$ cat config.mk
export PLATFORM = sky130hd
export DESIGN_NAME = game_round_ctrl
export DESIGN_NICKNAME = d
export VERILOG_FILES = /design/src/rtl/game_pkg.sv /design/src/rtl/btn_sync_edge.sv /design/src/rtl/game_round_ctrl.sv
export SDC_FILE = /design/constraint.sdc
export NUM_CORES = 1
export LEC_CHECK = 0
export BUFFER_PORTS_ARGS = -buffer_cell sky130_fd_sc_hd__buf_2
export CORE_MARGIN = 4
export CORE_UTILIZATION = 35
export DETAILED_ROUTE_END_ITERATION = 12
export GPL_ROUTABILITY_DRIVEN = 0
export PLACE_DENSITY_LB_ADDON = 0.2
export SLEW_MARGIN = 20
export SYNTH_ARGS = -nofsm -noshare
export SYNTH_HDL_FRONTEND = slang
export SYNTH_HIERARCHICAL = 1
export SYNTH_SLANG_ARGS = --single-unit
$ cat constraint.sdc
create_clock -name clk -period 1.7 [get_ports clk]
set_input_delay 0.255 -clock clk [delete_from_list [all_inputs] [get_ports clk]]
set_output_delay 0.255 -clock clk [all_outputs]
set_load 0.05 [all_outputs]
$ cat src/rtl/game_pkg.sv
// Shared types and constants for the reaction-game round controller.
package game_pkg;

    typedef enum logic [3:0] {
        ST_IDLE,
        ST_CLR,
        ST_WAIT,
        ST_WINDOW,
        ST_HIT,
        ST_MISS,
        ST_FOUL,
        ST_GAP,
        ST_DONE
    } game_state_t;

    localparam int         TICK_W         = 5;
    localparam logic [7:0] LFSR_SEED      = 8'h01;
    // Fibonacci taps 8,6,5,4 (bit 7 is tap 8)
    localparam logic [7:0] LFSR_TAPS      = 8'hB8;
    localparam int         RAND_DELAY_MIN = 4;

    function automatic logic lfsr_feedback(input logic [7:0] state);
        return ^(state & LFSR_TAPS);
    endfunction

endpackage

$ cat src/rtl/btn_sync_edge.sv
// Two-flop synchronizer followed by a rising-edge detector; a held input
// produces a single one-cycle pulse.
module btn_sync_edge (
    input  logic clk,
    input  logic rst_n,
    input  logic din,
    output logic pulse
);

    logic sync1_q, sync1_d;
    logic sync2_q, sync2_d;
    logic prev_q,  prev_d;

    // shift the raw input through the synchronizer and history stage
    always_comb begin
        sync1_d = din;
        sync2_d = sync1_q;
        prev_d  = sync2_q;
    end

    // synchronizer and history registers
    always_ff @(posedge clk or negedge rst_n) begin
        if (!rst_n) begin
            sync1_q <= 1'b0;
            sync2_q <= 1'b0;
            prev_q  <= 1'b0;
        end else begin
            sync1_q <= sync1_d;
            sync2_q <= sync2_d;
            prev_q  <= prev_d;
        end
    end

    assign pulse = sync2_q & ~prev_q;

endmodule

$ cat src/rtl/game_round_ctrl.sv
// Round controller for the reaction game: sequences ROUNDS rounds of
// pre-delay, lit target window and inter-round gap, and pulses the score
// counter on hits and at game start.
// Optional macro GAME_RAND_DELAY_EN: pre-delay drawn from an 8-bit LFSR
// (4..19 ticks) instead of DELAY_TICKS.
//
// state     | meaning
// ----------+-----------------------------------------------
// ST_IDLE   | after reset, waiting for start
// ST_CLR    | one cycle, clears score, arms round 1
// ST_WAIT   | pre-target delay; a press here is a foul
// ST_WINDOW | target lit, waiting for the press
// ST_HIT    | one cycle, score increment
// ST_MISS   | one cycle, window expired
// ST_FOUL   | one cycle, early press
// ST_GAP    | pause between rounds
// ST_DONE   | game over, final round number held
module game_round_ctrl
    import game_pkg::*;
#(
    parameter int DELAY_TICKS  = 8,
    parameter int WINDOW_TICKS = 4,
    parameter int GAP_TICKS    = 4,
    parameter int ROUNDS       = 10
) (
    input  logic       clk,
    input  logic       reset,
    input  logic       start,
    input  logic       btn,
    input  logic       qsec,
    output logic       score_inc,
    output logic       score_clr,
    output logic       target,
    output logic       foul,
    output logic       done,
    output logic [3:0] round_num
);

    logic start_e;
    logic btn_e;

    btn_sync_edge u_start_sync (
        .clk   (clk),
        .rst_n (reset),
        .din   (start),
        .pulse (start_e)
    );

    btn_sync_edge u_btn_sync (
        .clk   (clk),
        .rst_n (reset),
        .din   (btn),
        .pulse (btn_e)
    );

    logic [TICK_W-1:0] delay_load;

`ifdef GAME_RAND_DELAY_EN
    logic [7:0] lfsr_q, lfsr_d;

    // free-running LFSR, advances every clock
    always_comb begin
        lfsr_d = {lfsr_q[6:0], lfsr_feedback(lfsr_q)};
    end

    // LFSR register
    always_ff @(posedge clk or negedge reset) begin
        if (!reset) lfsr_q <= LFSR_SEED;
        else        lfsr_q <= lfsr_d;
    end

    assign delay_load = TICK_W'(RAND_DELAY_MIN) + {1'b0, lfsr_q[3:0]};
`else
    assign delay_load = TICK_W'(DELAY_TICKS);
`endif

    game_state_t       state_q, state_d;
    logic [TICK_W-1:0] cnt_q, cnt_d;
    logic [3:0]        round_q, round_d;
    logic              tick_last;
    logic [TICK_W-1:0] cnt_dec;

    // expiry is the qsec that takes the counter to zero
    assign tick_last = qsec && (cnt_q <= TICK_W'(1));
    assign cnt_dec   = qsec ? (cnt_q - TICK_W'(1)) : cnt_q;

    // next-state, counter and round logic
    always_comb begin
        state_d = state_q;
        cnt_d   = cnt_q;
        round_d = round_q;
        case (state_q)
            ST_IDLE: begin
                if (start_e) state_d = ST_CLR;
            end
            ST_CLR: begin
                round_d = 4'd1;
                cnt_d   = delay_load;
                state_d = ST_WAIT;
            end
            ST_WAIT: begin
                if (btn_e) begin
                    state_d = ST_FOUL;
                end else if (tick_last) begin
                    state_d = ST_WINDOW;
                    cnt_d   = TICK_W'(WINDOW_TICKS);
                end else begin
                    cnt_d = cnt_dec;
                end
            end
            ST_WINDOW: begin
                if (btn_e) begin
                    state_d = ST_HIT;
                end else if (tick_last) begin
                    state_d = ST_MISS;
                end else begin
                    cnt_d = cnt_dec;
                end
            end
            ST_HIT, ST_MISS, ST_FOUL: begin
                state_d = ST_GAP;
                cnt_d   = TICK_W'(GAP_TICKS);
            end
            ST_GAP: begin
                if (tick_last) begin
                    if (round_q == 4'(ROUNDS)) begin
                        state_d = ST_DONE;
                    end else begin
                        round_d = round_q + 4'd1;
                        cnt_d   = delay_load;
                        state_d = ST_WAIT;
                    end
                end else begin
                    cnt_d = cnt_dec;
                end
            end
            ST_DONE: begin
                if (start_e) state_d = ST_CLR;
            end
            default: begin
                state_d = ST_IDLE;
            end
        endcase
    end

    // state, tick counter and round registers
    always_ff @(posedge clk or negedge reset) begin
        if (!reset) begin
            state_q <= ST_IDLE;
            cnt_q   <= '0;
            round_q <= '0;
        end else begin
            state_q <= state_d;
            cnt_q   <= cnt_d;
            round_q <= round_d;
        end
    end

    // outputs decoded from state so reset clears them immediately
    always_comb begin
        score_inc = (state_q == ST_HIT);
        score_clr = (state_q == ST_CLR);
        target    = (state_q == ST_WINDOW);
        foul      = (state_q == ST_FOUL);
        done      = (state_q == ST_DONE);
        round_num = round_q;
    end

endmodule

* Word level (Yosys, flattened, before mapping)
Index checks and enable logic that the tools add are counted.
Storage, ports and cells: register bits after elaboration 19
Cells by class: $add $sub $neg 2, magnitude comparators 1, equality and inequality tests 18, multiplexer cells 19, bitwise gates (word level) 4, reductions and logical operators 9
Operators with widths (number):
- 4-bit 2-to-1 mux | 9
- 5-bit 2-to-1 mux | 7
- 5-bit one-hot mux with 5 select lines | 1
- 4-bit one-hot mux with 6 select lines | 1
- 4-bit by 3-bit == test with 1-bit output (second input constant) | 4
- 2-bit inequality test (second input constant) | 5
- 4-bit by 2-bit == test with 1-bit output (second input constant) | 2
- 4-bit == test (second input constant) | 2
- 4-bit one-hot mux with 2 select lines | 1
- 3-bit inequality test (second input constant) | 2
- 5-bit by 1-bit <= comparator with 1-bit output (second input constant) | 1
- 5-bit AND reduction | 1
- 5-bit nonzero test | 1
- 5-bit by 1-bit subtractor with 5-bit output (second input constant) | 1
- 4-bit by 1-bit adder with 4-bit output (second input constant) | 1
- 4-bit by 1-bit == test with 1-bit output (second input constant) | 1
- 4-bit zero test | 1
- 4-bit AND reduction | 1
- 3-bit by 1-bit inequality test with 1-bit output (second input constant) | 1
- 3-bit AND reduction | 1
- 3-bit OR reduction | 1
- 1-bit AND | 2
- 2-bit by 1-bit inequality test with 1-bit output (second input constant) | 1
- 1-bit NOT | 2
- 3 further kinds | 3

* Logic depth before layout (Yosys ltp)
word-level depth 5, depth in mapped cells 8, depth with buffers taken out 7

* Hierarchy
The synthesis kept the hierarchy.
Modules (own cells, without submodules):
- game_round_ctrl | instances 1, cells each 107, area an instance 974.7 sq um
- btn_sync_edge | instances 2, cells each 4, area an instance 88.8 sq um

* Worst setup path after synthesis
No wires, ideal clock.
path type reg2reg, from register state_q[2], to register round_q[1], in the netlist round_num[1], data arrival time 2.686 ns, path slack -1.115 ns, stages on the path, launching flop included 5, path buffers 1, cell sequence dfrtp_1 buf_2 nor4_1 nand3b_1 o21ai_0
On the way: word-level cells in the longest chain between the ends 3, elaborated cells between the ends (all ways) 7
Ends and longest elaborated chain:
- start, declared | RTL line game_round_ctrl.sv:77 | game_state_t state_q, state_d;
- start signal, assigned | RTL line game_round_ctrl.sv:153 | state_q <= state_d;
- 4-bit by 1-bit == test with 1-bit output (*)
- named net score_clr | RTL line game_round_ctrl.sv:32 | output logic score_clr,
- 2-bit nonzero test (no source line)
- 3-bit AND reduction (no source line)
- end signal, assigned | RTL line game_round_ctrl.sv:155 | round_q <= round_d;
- end, declared | RTL line game_round_ctrl.sv:79 | logic [3:0] round_q, round_d;
The timed path passes the listed nets; every way through them passes the cells marked *. A chain may end at the register's enable or synchronous reset.

* Final worst setup path
from register state_q[0], to output foul
On the way: word-level cells in the longest chain between the ends 1
Ends and longest elaborated chain:
- 4-bit by 3-bit == test with 1-bit output | RTL line game_round_ctrl.sv:164 | foul = (state_q == ST_FOUL);
- end, declared | RTL line game_round_ctrl.sv:34 | output logic foul,
No other way between the ends.

==> out/metrics.csv <==
metric,value,unit
antenna_found_initial,0,
cp_cell_sequence,"buf_4, inv_1, and3_1, buf_4",
drc,0,
period_needed,1730,ps
avgSynthCellArea,10.0,um^2
coreArea,3100,um^2
postPlaceCellArea,1410,um^2
holdWs,39.7,ps
worstSetupEndpointType,output pin,
multiInputGateArea,702,um^2
synth_area_leaders,"dfrtp_1 (41%), nor2_1 (4.6%), ha_1 (4.3%), a21oi_1 (3.5%), a21o_1 (2.6%)",
cts_max_level,1,
path_delay_family,buffers and inverters,
netlist_area,1150,um^2
first_iter_violations,37,
drv_slew,0,
overflow,0,
syn2layout_area_growth,43.1,%
slowest_delay,470,ps
initial_core_util,37.1,%
die_h,65.4,um
crit_slowest_cell,dfrtp_1,
die_w,65.4,um
routed_wl,2840,um
grt_pass1_vias,1017,
worstSetupPathType,flop to output pin,
path_clk_slew,120,ps
netlist_instances,115,
cp_common_cell,buf_4,
grt_usage,14.8,%
ant_nets,0,
post_drt_via_cell_ratio,4.98,
fill_cells,304,
final_util,53.1,%
cp_max_fo,7,
synth_most_common_cell,dfrtp_1,
ioPinCount,14,
seqCellArea,482,um^2
p_leak,0.773,nW
violations,setup timing,
port_buffers,13,
clock_latency,310,ps
max_freq,577,MHz
setup_ws,-33.6,ps
synth.distinct_cells,41,
grt_pass1_wl,4910,um
diodes,0,
cp.arrival,1480,ps
cts.sinks,19,
cts_made_buffers,3,
r2r_slack,-10,ps
dpl_worst_slack,-43.5,ps
synthTopCellsByCount,"dfrtp_1 (19), nor2_1 (14), a21oi_1 (8)",
die_area,4270,um^2
highest_layer,met4,
grt_max_degree,20,
max_cap_viol_count,0,
worstPathRequired,1440,ps
async_flop_share,100,%
ir_worst_vdd,841,uV
dpl.hpwl,2060,um
cts-root-buf,clkbuf_4,
via_count,1016,
yosysWarningCount,6,
finalHoldViolCount,0,
finClkSkew,3.36,ps
startpoint_type,flop,
fin_crit_sh,102,%
num_rows,20,
cts_tree,yes,
drt-pass1-iter-count,4,
grt_setup_unrepaired,true,
ys.flop_type,dfrtp_1,
ys_seq_area_share,41.3,%
num-nets-final,170,
ys_seq_elements,19,
yosysTopAreaCell,dfrtp_1,
wl_met3,74,um
wl_met1,1390,um
final_cell_area,1650,um^2
syn_nets,124,
worst_pin_slew,469,ps
synth_edf_count,0,
drive_gt1_share,49.4,%
yosys.area.top_type_share,41.3,%
hold_path_class,primary input to flop,
setup_tns,-60.2,ps
met2_length,1320,um
crit_buf_inv,3,
routedWlPerCell,13.9,um
cts_max_path_buffers,2,
power.density,1780,nW/um^2
setup_viol,3,
status,finished with violations,
slew_headroom,68.5,%
==> cell usage in the layout (no fill, tap or decap), types with 3 or more instances in the layout <==
cell type  netlist  layout
inv_1            7       6
o21ai_0          3       3
a21o_1           4       4
clkbuf_4         0       3
buf_2            1       8
and3_1           3       3
buf_4            0      33
nor2_1          14      13
nand2_1          4       3
dfrtp_1         19      14
buf_6            2       5
o31ai_1          4       3
dfrtp_2          0       5
nand3b_1         3       3
a21oi_2          1       3
a21oi_1          8       6
==> cell type report <==
cell class | instances | share of cell area, %
Sequential cell | 19 | 29.2
Clock buffer | 3 | 1.37
Clock inverter | 1 | 0.455
Tap cell | 44 | 3.34
Inverter | 7 | 1.59
Timing Repair Buffer | 47 | 21.5
Multi-Input combinational cell | 83 | 42.6
==> per-layer routing <==
| layer | global-route usage, % | vias up |
|---|---|---|
| li1 | - | 507 |
| met1 | 20.7 | 492 |
| met2 | 22.5 | 12 |
| met3 | 3.08 | 5 |
| met4 | 5.44 | 0 |
| met5 | 0 | - |
==> what timing repair did <==
action,CTS,global route
pin swaps,2,5
hold buffers,1,0
gates cloned,0,0
setup buffers,8,4
hold endpoints to repair,19,0
resized for setup,15,11
endpoints found under the setup margin,14,10
==> kinds of logic (layout without fill, tap and decap cells) <==
kind of cell               after synthesis  after routing  share of synthesized area [%]
muxes                                    1              1                          0.869
and+or+nand+nor                         42             42                           21.5
DFF                                     19             19                           41.3
adders and majority gates                5              5                           5.32
xor gates and xnor gates                 2              2                           1.52
AOI/OAI and AO/OA                       33             33                           22.2
buffers and inverters                   13             58                           7.38
==> state kept, by name, summed over array words and instances (netlist names) <==
| signal | flops |
|---|---|
| round_num | 4 |
| u_start_sync/sync1_q | 1 |
| u_btn_sync/prev_q | 1 |
| cnt_q | 5 |
| state_q | 4 |
| u_start_sync/prev_q | 1 |
| u_btn_sync/prev_d | 1 |
| u_start_sync/prev_d | 1 |
| u_btn_sync/sync1_q | 1 |
==> where the power goes <==
part,total (mW),switching [mW],internal (mW)
sequential,0.731,0.143,0.588
combinational,1.96,1.06,0.901
clock,0.249,0.159,0.0898
==> worst paths after layout <==
check	to	from	depth (start not counted)
worst min register to register	u_start_sync/prev_d$_DFF_PN0_	u_start_sync/sync1_q$_DFF_PN0_	0
worst max register to register	state_q[0]$_DFFE_PN0P_	state_q[2]$_DFFE_PN0P_	6
min in group asynchronous	u_start_sync/prev_q$_DFF_PN0_	reset	2
worst max-delay path	foul	state_q[0]$_DFFE_PN0P_	4
max in group asynchronous	round_num[0]$_DFFE_PN0P_	reset	2
worst min-delay path	u_start_sync/sync1_q$_DFF_PN0_	start	1
==> stage by stage <==
step | total power, mW | instances
after floorplan | 1.91 | 115
after global placement | 2.34 | 187
after detailed placement | 2.37 | 187
after CTS | 2.77 | 200
after global routing | 3.20 | 204
final | 2.94 | 204
Note: power is estimated with default switching activity, not from simulation.
